==> src/rtl/sram_write_cmd_sequencer_if.sv <==
// Bundle of segment input, DRAM line-request and collector-command channels
// for the SRAM write command sequencer.
interface sram_write_cmd_sequencer_if #(
    parameter int GBW   = 16,
    parameter int LBW   = 11,
    parameter int CSIZE = 8,
    parameter int VSIZE = 8
);
    localparam int CC_BW  = $clog2(CSIZE);
    localparam int CV_BW1 = $clog2(VSIZE + 1);

    // segment channel (from the DMA address generator)
    logic                    i_seg_rdy;
    logic                    o_seg_ack;
    logic                    i_seg_which;
    logic [1:0]              i_seg_type;
    logic [GBW-1:0]          i_seg_addr;
    logic [LBW:0]            i_seg_len;

    // DRAM line-request channel
    logic                    o_dramra_rdy;
    logic                    i_dramra_ack;
    logic [GBW-CC_BW-1:0]    o_dramra;

    // collector command channel
    logic                    o_cmd_rdy;
    logic                    i_cmd_ack;
    logic                    o_which;
    logic [1:0]              o_cmd_type;
    logic                    o_cmd_islast;
    logic [CC_BW-1:0]        o_cmd_addrofs;
    logic [CV_BW1-1:0]       o_cmd_len;

    modport slave (
        input  i_seg_rdy, i_seg_which, i_seg_type, i_seg_addr, i_seg_len,
        input  i_dramra_ack, i_cmd_ack,
        output o_seg_ack, o_dramra_rdy, o_dramra,
        output o_cmd_rdy, o_which, o_cmd_type, o_cmd_islast, o_cmd_addrofs, o_cmd_len
    );

    modport master (
        output i_seg_rdy, i_seg_which, i_seg_type, i_seg_addr, i_seg_len,
        output i_dramra_ack, i_cmd_ack,
        input  o_seg_ack, o_dramra_rdy, o_dramra,
        input  o_cmd_rdy, o_which, o_cmd_type, o_cmd_islast, o_cmd_addrofs, o_cmd_len
    );
endinterface

==> src/rtl/sram_write_cmd_sequencer.sv <==
// Splits DMA segments (linear / broadcast / pad) into DRAM line requests and
// per-chunk write-collector commands. The two output channels run as
// independent engines so DRAM fetches may run ahead of command consumption.
module sram_write_cmd_sequencer #(
    parameter int GBW   = 16,
    parameter int LBW   = 11,
    parameter int CSIZE = 8,
    parameter int VSIZE = 8
) (
    input  logic                        i_clk,
    input  logic                        i_rst,
    sram_write_cmd_sequencer_if.slave   io_bus
);
    localparam int CC_BW  = $clog2(CSIZE);
    localparam int CV_BW1 = $clog2(VSIZE + 1);
    localparam int LW     = GBW - CC_BW;
    localparam int RW     = LBW + 1;
    localparam int OW     = CC_BW + 1;

    localparam logic [1:0]    SEG_LINEAR = 2'd0;
    localparam logic [1:0]    SEG_BCAST  = 2'd1;
    localparam logic [RW-1:0] VSIZE_R    = RW'(VSIZE);
    localparam logic [RW-1:0] CSIZE_R    = RW'(CSIZE);
    localparam logic [OW-1:0] CSIZE_O    = OW'(CSIZE);

    typedef enum logic {IDLE, RUN} state_t;

    state_t                 r_state;
    state_t                 w_state_next;

    // command engine state: r_cur / r_rem describe what is left after the
    // chunk currently presented on the command channel
    logic                   r_cmd_rdy;
    logic                   r_which;
    logic [1:0]             r_type;
    logic [GBW-1:0]         r_cur;
    logic [RW-1:0]          r_rem;
    logic                   r_cmd_islast;
    logic [CC_BW-1:0]       r_cmd_addrofs;
    logic [CV_BW1-1:0]      r_cmd_len;

    // DRAM engine state
    logic                   r_dram_rdy;
    logic [LW-1:0]          r_line;
    logic [LW-1:0]          r_last_line;

    logic                   w_seg_take;
    logic                   w_load;
    logic                   w_cmd_fire;
    logic                   w_dram_fire;
    logic                   w_cmd_done;
    logic                   w_dram_done;
    logic [LW-1:0]          w_end_line;

    // chunk calculator signals
    logic [GBW-1:0]         w_src_cur;
    logic [RW-1:0]          w_src_rem;
    logic [1:0]             w_src_type;
    logic [CC_BW-1:0]       w_ofs;
    logic [RW-1:0]          w_room;
    logic [RW-1:0]          w_len;
    logic [RW-1:0]          w_rem_after;
    logic                   w_line_end;
    logic                   w_islast;
    logic [CC_BW-1:0]       w_addrofs;
    logic [GBW-1:0]         w_cur_next;

    assign w_seg_take  = i_rst && (r_state == IDLE) && io_bus.i_seg_rdy;
    assign w_load      = w_seg_take && (io_bus.i_seg_len != '0);
    assign w_cmd_fire  = r_cmd_rdy && io_bus.i_cmd_ack;
    assign w_dram_fire = r_dram_rdy && io_bus.i_dramra_ack;
    assign w_cmd_done  = !r_cmd_rdy || (w_cmd_fire && (r_rem == '0));
    assign w_dram_done = !r_dram_rdy || (w_dram_fire && (r_line == r_last_line));
    assign w_end_line  = LW'((io_bus.i_seg_addr + GBW'(io_bus.i_seg_len) - GBW'(1)) >> CC_BW);

    assign io_bus.o_seg_ack     = w_seg_take;
    assign io_bus.o_dramra_rdy  = r_dram_rdy;
    assign io_bus.o_dramra      = r_line;
    assign io_bus.o_cmd_rdy     = r_cmd_rdy;
    assign io_bus.o_which       = r_which;
    assign io_bus.o_cmd_type    = r_type;
    assign io_bus.o_cmd_islast  = r_cmd_islast;
    assign io_bus.o_cmd_addrofs = r_cmd_addrofs;
    assign io_bus.o_cmd_len     = r_cmd_len;

    // state register
    always_ff @(posedge i_clk or negedge i_rst) begin
        if (!i_rst) r_state <= IDLE;
        else        r_state <= w_state_next;
    end

    // next state: leave RUN once both engines have drained
    always_comb begin
        w_state_next = r_state;
        case (r_state)
            IDLE:    if (w_load) w_state_next = RUN;
            RUN:     if (w_cmd_done && w_dram_done) w_state_next = IDLE;
            default: w_state_next = IDLE;
        endcase
    end

    // next chunk: from the incoming segment in IDLE, from the engine state in RUN
    always_comb begin
        w_src_cur  = r_cur;
        w_src_rem  = r_rem;
        w_src_type = r_type;
        if (r_state == IDLE) begin
            w_src_cur  = io_bus.i_seg_addr;
            w_src_rem  = io_bus.i_seg_len;
            w_src_type = io_bus.i_seg_type;
        end
        w_ofs  = w_src_cur[CC_BW-1:0];
        w_room = CSIZE_R - RW'(w_ofs);
        w_len  = (w_src_rem < VSIZE_R) ? w_src_rem : VSIZE_R;
        if ((w_src_type == SEG_LINEAR) && (w_room < w_len)) w_len = w_room;
        w_rem_after = w_src_rem - w_len;
        w_line_end  = (({1'b0, w_ofs} + OW'(w_len)) == CSIZE_O);
        w_islast    = 1'b0;
        w_addrofs   = '0;
        w_cur_next  = w_src_cur;
        case (w_src_type)
            SEG_LINEAR: begin
                w_islast   = w_line_end || (w_rem_after == '0);
                w_addrofs  = w_ofs;
                w_cur_next = w_src_cur + GBW'(w_len);
            end
            SEG_BCAST: begin
                // address never advances, so the offset stays fixed
                w_islast  = (w_rem_after == '0);
                w_addrofs = w_ofs;
            end
            default: ;  // pad: offset 0, never consumes DRAM data
        endcase
    end

    // command engine: present a chunk, replace it on ack until nothing remains
    always_ff @(posedge i_clk or negedge i_rst) begin
        if (!i_rst) begin
            r_cmd_rdy     <= 1'b0;
            r_which       <= 1'b0;
            r_type        <= '0;
            r_cur         <= '0;
            r_rem         <= '0;
            r_cmd_islast  <= 1'b0;
            r_cmd_addrofs <= '0;
            r_cmd_len     <= '0;
        end else if (w_load || (w_cmd_fire && (r_rem != '0))) begin
            if (w_load) begin
                r_which <= io_bus.i_seg_which;
                r_type  <= io_bus.i_seg_type;
            end
            r_cmd_rdy     <= 1'b1;
            r_cur         <= w_cur_next;
            r_rem         <= w_rem_after;
            r_cmd_islast  <= w_islast;
            r_cmd_addrofs <= w_addrofs;
            r_cmd_len     <= CV_BW1'(w_len);
        end else if (w_cmd_fire) begin
            r_cmd_rdy <= 1'b0;
        end
    end

    // DRAM engine: walk line addresses from first to last, one per ack
    always_ff @(posedge i_clk or negedge i_rst) begin
        if (!i_rst) begin
            r_dram_rdy  <= 1'b0;
            r_line      <= '0;
            r_last_line <= '0;
        end else if (w_load && ((io_bus.i_seg_type == SEG_LINEAR) || (io_bus.i_seg_type == SEG_BCAST))) begin
            r_dram_rdy  <= 1'b1;
            r_line      <= io_bus.i_seg_addr[GBW-1:CC_BW];
            r_last_line <= (io_bus.i_seg_type == SEG_LINEAR) ? w_end_line
                                                              : io_bus.i_seg_addr[GBW-1:CC_BW];
        end else if (w_dram_fire) begin
            if (r_line == r_last_line) r_dram_rdy <= 1'b0;
            else                       r_line     <= r_line + LW'(1);
        end
    end
endmodule

==> src/flat_wrapper.sv <==
// flat-port wrapper written by rule: the top's interface ports become plain ports
module sram_write_cmd_sequencer_flat 
#(
    parameter int GBW   = 16,
    parameter int LBW   = 11,
    parameter int CSIZE = 8,
    parameter int VSIZE = 8
)
  (i_clk, i_rst, io_bus_i_seg_rdy, io_bus_i_seg_which, io_bus_i_seg_type, io_bus_i_seg_addr, io_bus_i_seg_len, io_bus_i_dramra_ack, io_bus_i_cmd_ack, io_bus_o_seg_ack, io_bus_o_dramra_rdy, io_bus_o_dramra, io_bus_o_cmd_rdy, io_bus_o_which, io_bus_o_cmd_type, io_bus_o_cmd_islast, io_bus_o_cmd_addrofs, io_bus_o_cmd_len);
  sram_write_cmd_sequencer_if #(.GBW(GBW), .LBW(LBW), .CSIZE(CSIZE), .VSIZE(VSIZE)) io_bus_i ();
  input  logic i_clk;
  input  logic i_rst;
  input wire logic [$bits(io_bus_i.i_seg_rdy)-1:0] io_bus_i_seg_rdy;
  input wire logic [$bits(io_bus_i.i_seg_which)-1:0] io_bus_i_seg_which;
  input wire logic [$bits(io_bus_i.i_seg_type)-1:0] io_bus_i_seg_type;
  input wire logic [$bits(io_bus_i.i_seg_addr)-1:0] io_bus_i_seg_addr;
  input wire logic [$bits(io_bus_i.i_seg_len)-1:0] io_bus_i_seg_len;
  input wire logic [$bits(io_bus_i.i_dramra_ack)-1:0] io_bus_i_dramra_ack;
  input wire logic [$bits(io_bus_i.i_cmd_ack)-1:0] io_bus_i_cmd_ack;
  output wire logic [$bits(io_bus_i.o_seg_ack)-1:0] io_bus_o_seg_ack;
  output wire logic [$bits(io_bus_i.o_dramra_rdy)-1:0] io_bus_o_dramra_rdy;
  output wire logic [$bits(io_bus_i.o_dramra)-1:0] io_bus_o_dramra;
  output wire logic [$bits(io_bus_i.o_cmd_rdy)-1:0] io_bus_o_cmd_rdy;
  output wire logic [$bits(io_bus_i.o_which)-1:0] io_bus_o_which;
  output wire logic [$bits(io_bus_i.o_cmd_type)-1:0] io_bus_o_cmd_type;
  output wire logic [$bits(io_bus_i.o_cmd_islast)-1:0] io_bus_o_cmd_islast;
  output wire logic [$bits(io_bus_i.o_cmd_addrofs)-1:0] io_bus_o_cmd_addrofs;
  output wire logic [$bits(io_bus_i.o_cmd_len)-1:0] io_bus_o_cmd_len;
  assign io_bus_i.i_seg_rdy = io_bus_i_seg_rdy;
  assign io_bus_i.i_seg_which = io_bus_i_seg_which;
  assign io_bus_i.i_seg_type = io_bus_i_seg_type;
  assign io_bus_i.i_seg_addr = io_bus_i_seg_addr;
  assign io_bus_i.i_seg_len = io_bus_i_seg_len;
  assign io_bus_i.i_dramra_ack = io_bus_i_dramra_ack;
  assign io_bus_i.i_cmd_ack = io_bus_i_cmd_ack;
  assign io_bus_o_seg_ack = io_bus_i.o_seg_ack;
  assign io_bus_o_dramra_rdy = io_bus_i.o_dramra_rdy;
  assign io_bus_o_dramra = io_bus_i.o_dramra;
  assign io_bus_o_cmd_rdy = io_bus_i.o_cmd_rdy;
  assign io_bus_o_which = io_bus_i.o_which;
  assign io_bus_o_cmd_type = io_bus_i.o_cmd_type;
  assign io_bus_o_cmd_islast = io_bus_i.o_cmd_islast;
  assign io_bus_o_cmd_addrofs = io_bus_i.o_cmd_addrofs;
  assign io_bus_o_cmd_len = io_bus_i.o_cmd_len;
  sram_write_cmd_sequencer #(.GBW(GBW), .LBW(LBW), .CSIZE(CSIZE), .VSIZE(VSIZE)) u_core (.i_clk(i_clk), .i_rst(i_rst), .io_bus(io_bus_i));
endmodule
==> config.mk <==
export PLATFORM = sky130hd
export DESIGN_NAME = sram_write_cmd_sequencer_flat
export DESIGN_NICKNAME = d
export VERILOG_FILES = /design/src/rtl/sram_write_cmd_sequencer_if.sv /design/src/rtl/sram_write_cmd_sequencer.sv /design/src/flat_wrapper.sv
export SDC_FILE = /design/constraint.sdc
export NUM_CORES = 1
export LEC_CHECK = 0
export BUFFER_PORTS_ARGS = -buffer_cell sky130_fd_sc_hd__clkbuf_2
export CORE_MARGIN = 2
export CORE_UTILIZATION = 37
export DETAILED_ROUTE_END_ITERATION = 7
export SYNTH_ARGS = -nofsm -noshare
export SYNTH_HDL_FRONTEND = slang
export SYNTH_SLANG_ARGS = --single-unit
==> constraint.sdc <==
create_clock -name i_clk -period 12.5 [get_ports i_clk]
set_input_delay 0.625 -clock i_clk [delete_from_list [all_inputs] [get_ports i_clk]]
set_output_delay 0.625 -clock i_clk [all_outputs]
set_load 0.02 [all_outputs]
==> impl_metrics.py <==
metrics = {
    "outcome": {
        "status": "finished clean",
    },
    "synth": {
        "synth_seq_cells": 55,
        "synth_top_flop_cell": "dfrtp_1",
        "synth_top_cells_by_count": "inv_1, dfrtp_1, nand2_1",
        "yosysSeqAreaShare_pct": 31.0,
        "ys_warn_count": 0,
        "yosysMostFrequentCell": "inv_1",
        "syn_inst": 515,
        "netlist_area_um2": 4440,
        "synth-async-reset-ratio_pct": 100,
        "synth_area_leaders": "dfrtp_1, ha_1, xnor2_1",
        "netlist.area_leader.share_pct": 31.0,
        "synth.distinct_cells": 61,
        "avgSynthCellArea_um2": 8.63,
        "synth-edff-count": 0,
        "yosys.area.top_type": "dfrtp_1",
    },
    "clocking": {
        "cts_resized": 0,
        "cts_buffers": 5,
        "cts_tree": "built",
        "clock_path_buffers": 2,
        "insertion_delay_ns": 0.30,
        "post-cts-setup-buffer-count": 0,
        "root_buffer": "clkbuf_16",
        "cts_max_level": 2,
        "postCtsHoldBufs": 0,
        "clkSlewWorstSetupHoldPaths_ns": 0.07,
        "clock-sinks": 55,
    },
    "run": {
        "maxCapViolCount": 0,
    },
    "route": {
        "drt_iter0_markers": 151,
        "routed_via_density": 5.12,
        "drt_first_pass_iters": 4,
        "wl_per_cell_um": 14.6,
        "ant_nets": 0,
        "vias": 3715,
        "drc_errors": 0,
        "finalWirelength_mm": 10.6,
    },
    "layout": {
        "area_delta_synth_final_pct": 14.0,
        "n_fill_cell": 1221,
        "n_antenna_cell": 0,
        "layout.nets": 659,
        "layout-drive-gt1-share_pct": 18.3,
    },
    "timing": {
        "fin_crit_sh_pct": 45.2,
        "finalSetupTns_ns": 0,
        "fin_skew_ns": 0.00382,
        "finalHoldViolations": 0,
        "relSlewSlack_pct": 51.0,
        "rsz0062_at_grt": "no",
        "max_freq_ghz": 0.177,
        "worst_pin_slew_ns": 0.729,
        "setup_viol": 0,
        "period_needed_ns": 5.65,
        "finalMaxSlewViolations": 0,
    },
    "worst_hold_path": {
        "hp-class": "in2async",
    },
    "grt": {
        "antenna_found_initial": 0,
        "grt_pass1_vias": 3608,
        "grt_max_degree": 57,
        "grt_remaining_overflow": 0,
        "grt_pass1_wl_mm": 17.4,
        "gr-usage-all-layers_pct": 17.0,
    },
    "pwr": {
        "leakage_nw": 2.44,
        "p_per_area_nw_per_um2": 238,
        "power_mw": 1.21,
        "max-vdd-ir-drop_uv": 114,
    },
    "worst_setup_path": {
        "crit_fanout": 4,
        "crit-reg2reg-capture": "u_core.r_rem[11]",
        "crit_start": "io_bus_i_seg_len[10]",
        "criticalPathCategory": "in2reg",
        "worstSetupStartpointType": "input pin",
        "regToRegSetupSlack_ns": 6.94,
        "critPathArrivalTime_ns": 5.84,
        "reg2regPathDepth": 21,
        "r2r-start": "u_core.r_rem[5]",
        "cp.required_ns": 12.69,
        "end_kind": "flip-flop",
    },
    "place": {
        "port_buffers": 62,
        "globalplace.congestion": 0.845,
        "dp_hpwl_mm": 8.46,
    },
    "floorplan": {
        "initial_utilization_pct": 37.5,
        "die_x_um": 114,
        "dieArea_um2": 12900,
        "ioPinCount": 63,
        "num_rows": 40,
        "core_um2": 11900,
        "die_h_um": 114,
    },
}
worst max-delay path, cell delays in order:
cell      delay (ns)
clkbuf_2        0.09
nor4_1          0.65
nand3b_1        0.16
a21oi_1         0.35
and2_1          0.20
inv_1           0.05
ha_1            0.26
o21ai_0         0.27
a21o_1          0.16
a21boi_0        0.14
nor3_2          0.23
mux2_2          0.41
inv_1           0.15
ha_1            0.25
nor2b_1         0.12
o21ai_0         0.20
a21oi_1         0.13
o41ai_1         0.45
o211ai_1        0.23
o31ai_1         0.31
xnor2_1         0.15
mux2_2          0.27
power by group:
group	internal [mW]	switching [mW]
clock	0.0855	0.0655
sequential	0.265	0.0788
combinational	0.314	0.397
cells by family (layout without fill, tap and decap cells):
kind of cell,Yosys count,in the layout,synth area share (%)
muxes,33,33,7.97
adders and majority gates,45,45,13.0
AOI/OAI and AO/OA,100,100,14.0
xor gates and xnor gates,49,49,9.66
other,1,7,0.0844
and+or+nand+nor,153,153,17.0
buffers and inverters,79,137,7.24
DFF,55,55,31.0
flip-flops by register name (all words and copies together), names as in the netlist:
register and cells:
u_core.io_bus.o_dramra 13, u_core.r_last_line 13, u_core.r_rem 12, u_core.io_bus.o_cmd_len 4
u_core.io_bus.o_cmd_addrofs 3, u_core.r_cur 3, u_core.io_bus.o_cmd_type 2, u_core.io_bus.o_cmd_islast 1
u_core.io_bus.o_cmd_rdy 1, u_core.io_bus.o_dramra_rdy 1, u_core.io_bus.o_which 1, u_core.r_state 1
worst max-delay path by stage:
| stage | endpoint | slack, ns | cells after the start |
|---|---|---|---|
| after global placement | u_core.r_rem[11] | 6.96 | 22 |
| after detailed placement | u_core.r_rem[11] | 6.62 | 22 |
| after CTS | u_core.r_rem[11] | 6.90 | 22 |
| final | u_core.r_rem[11] | 6.85 | 22 |
| after floorplan | u_core.r_rem[10] | 7.55 | 22 |
| after global routing | u_core.io_bus.o_cmd_islast | 6.34 | 22 |
routing by layer:
layer / routed length [um] / part of all wire (%) / track usage, % / vias up
li1: - / - / - / 1875
met1: 5020 / 47 / 21.8 / 1751
met2: 4990 / 47 / 29.0 / 71
met3: 382 / 3.6 / 3.03 / 18
met4: 225 / 2.1 / 6.10 / 0
met5: 0 / 0 / 0 / -
final cells by class:
cell class	instances	area [um^2]	area share (%)
repair buffers	66	340	6.72
well taps	147	184	3.63
clock buffers	8	156	3.09
inverters	63	236	4.67
flip-flops and latches	55	1380	27.2
multi-input cells	387	2770	54.7
cells in the final DEF (no fill, tap or decap), types with 2 or more instances in the layout:
master     instances
o31ai_1            5
o21ai_0           39
nor2b_1            5
nand3b_1           3
xor2_1            20
a21oi_1           31
clkbuf_16          5
clkbuf_2          62
nand3_1           14
nand4_1            5
nand2b_1           2
a21boi_0           2
and2_1             3
nor2_1            30
conb_1             7
or2_2              3
inv_1             63
fa_1               2
nor3_1             5
buf_4              4
and3_1             2
clkbuf_8           2
mux2i_1           14
nand4b_1           2
xnor2_1           29
or3_1              3
nand2_1           55
dfrtp_1           55
and4_1             3
a21o_1             4
ha_1              43
nor4_1             9
o21a_1             2
mux2_2            19
through the flow:
stage          area (um^2)  cells  util (%)  hold WS (ns)  setup slack (ns)
2_1_floorplan         4470    521         -         0.329              7.55
3_3_place_gp          4910    718      41.4         0.464              6.96
3_5_place_dp          4910    718      41.4         0.473              6.62
4_1_cts               5060    726      42.7         0.490              6.90
5_1_grt               5060    726      42.7         0.523              6.34
6_report              5060    726      42.7         0.463              6.85
Power figures use the tool's default switching activity.
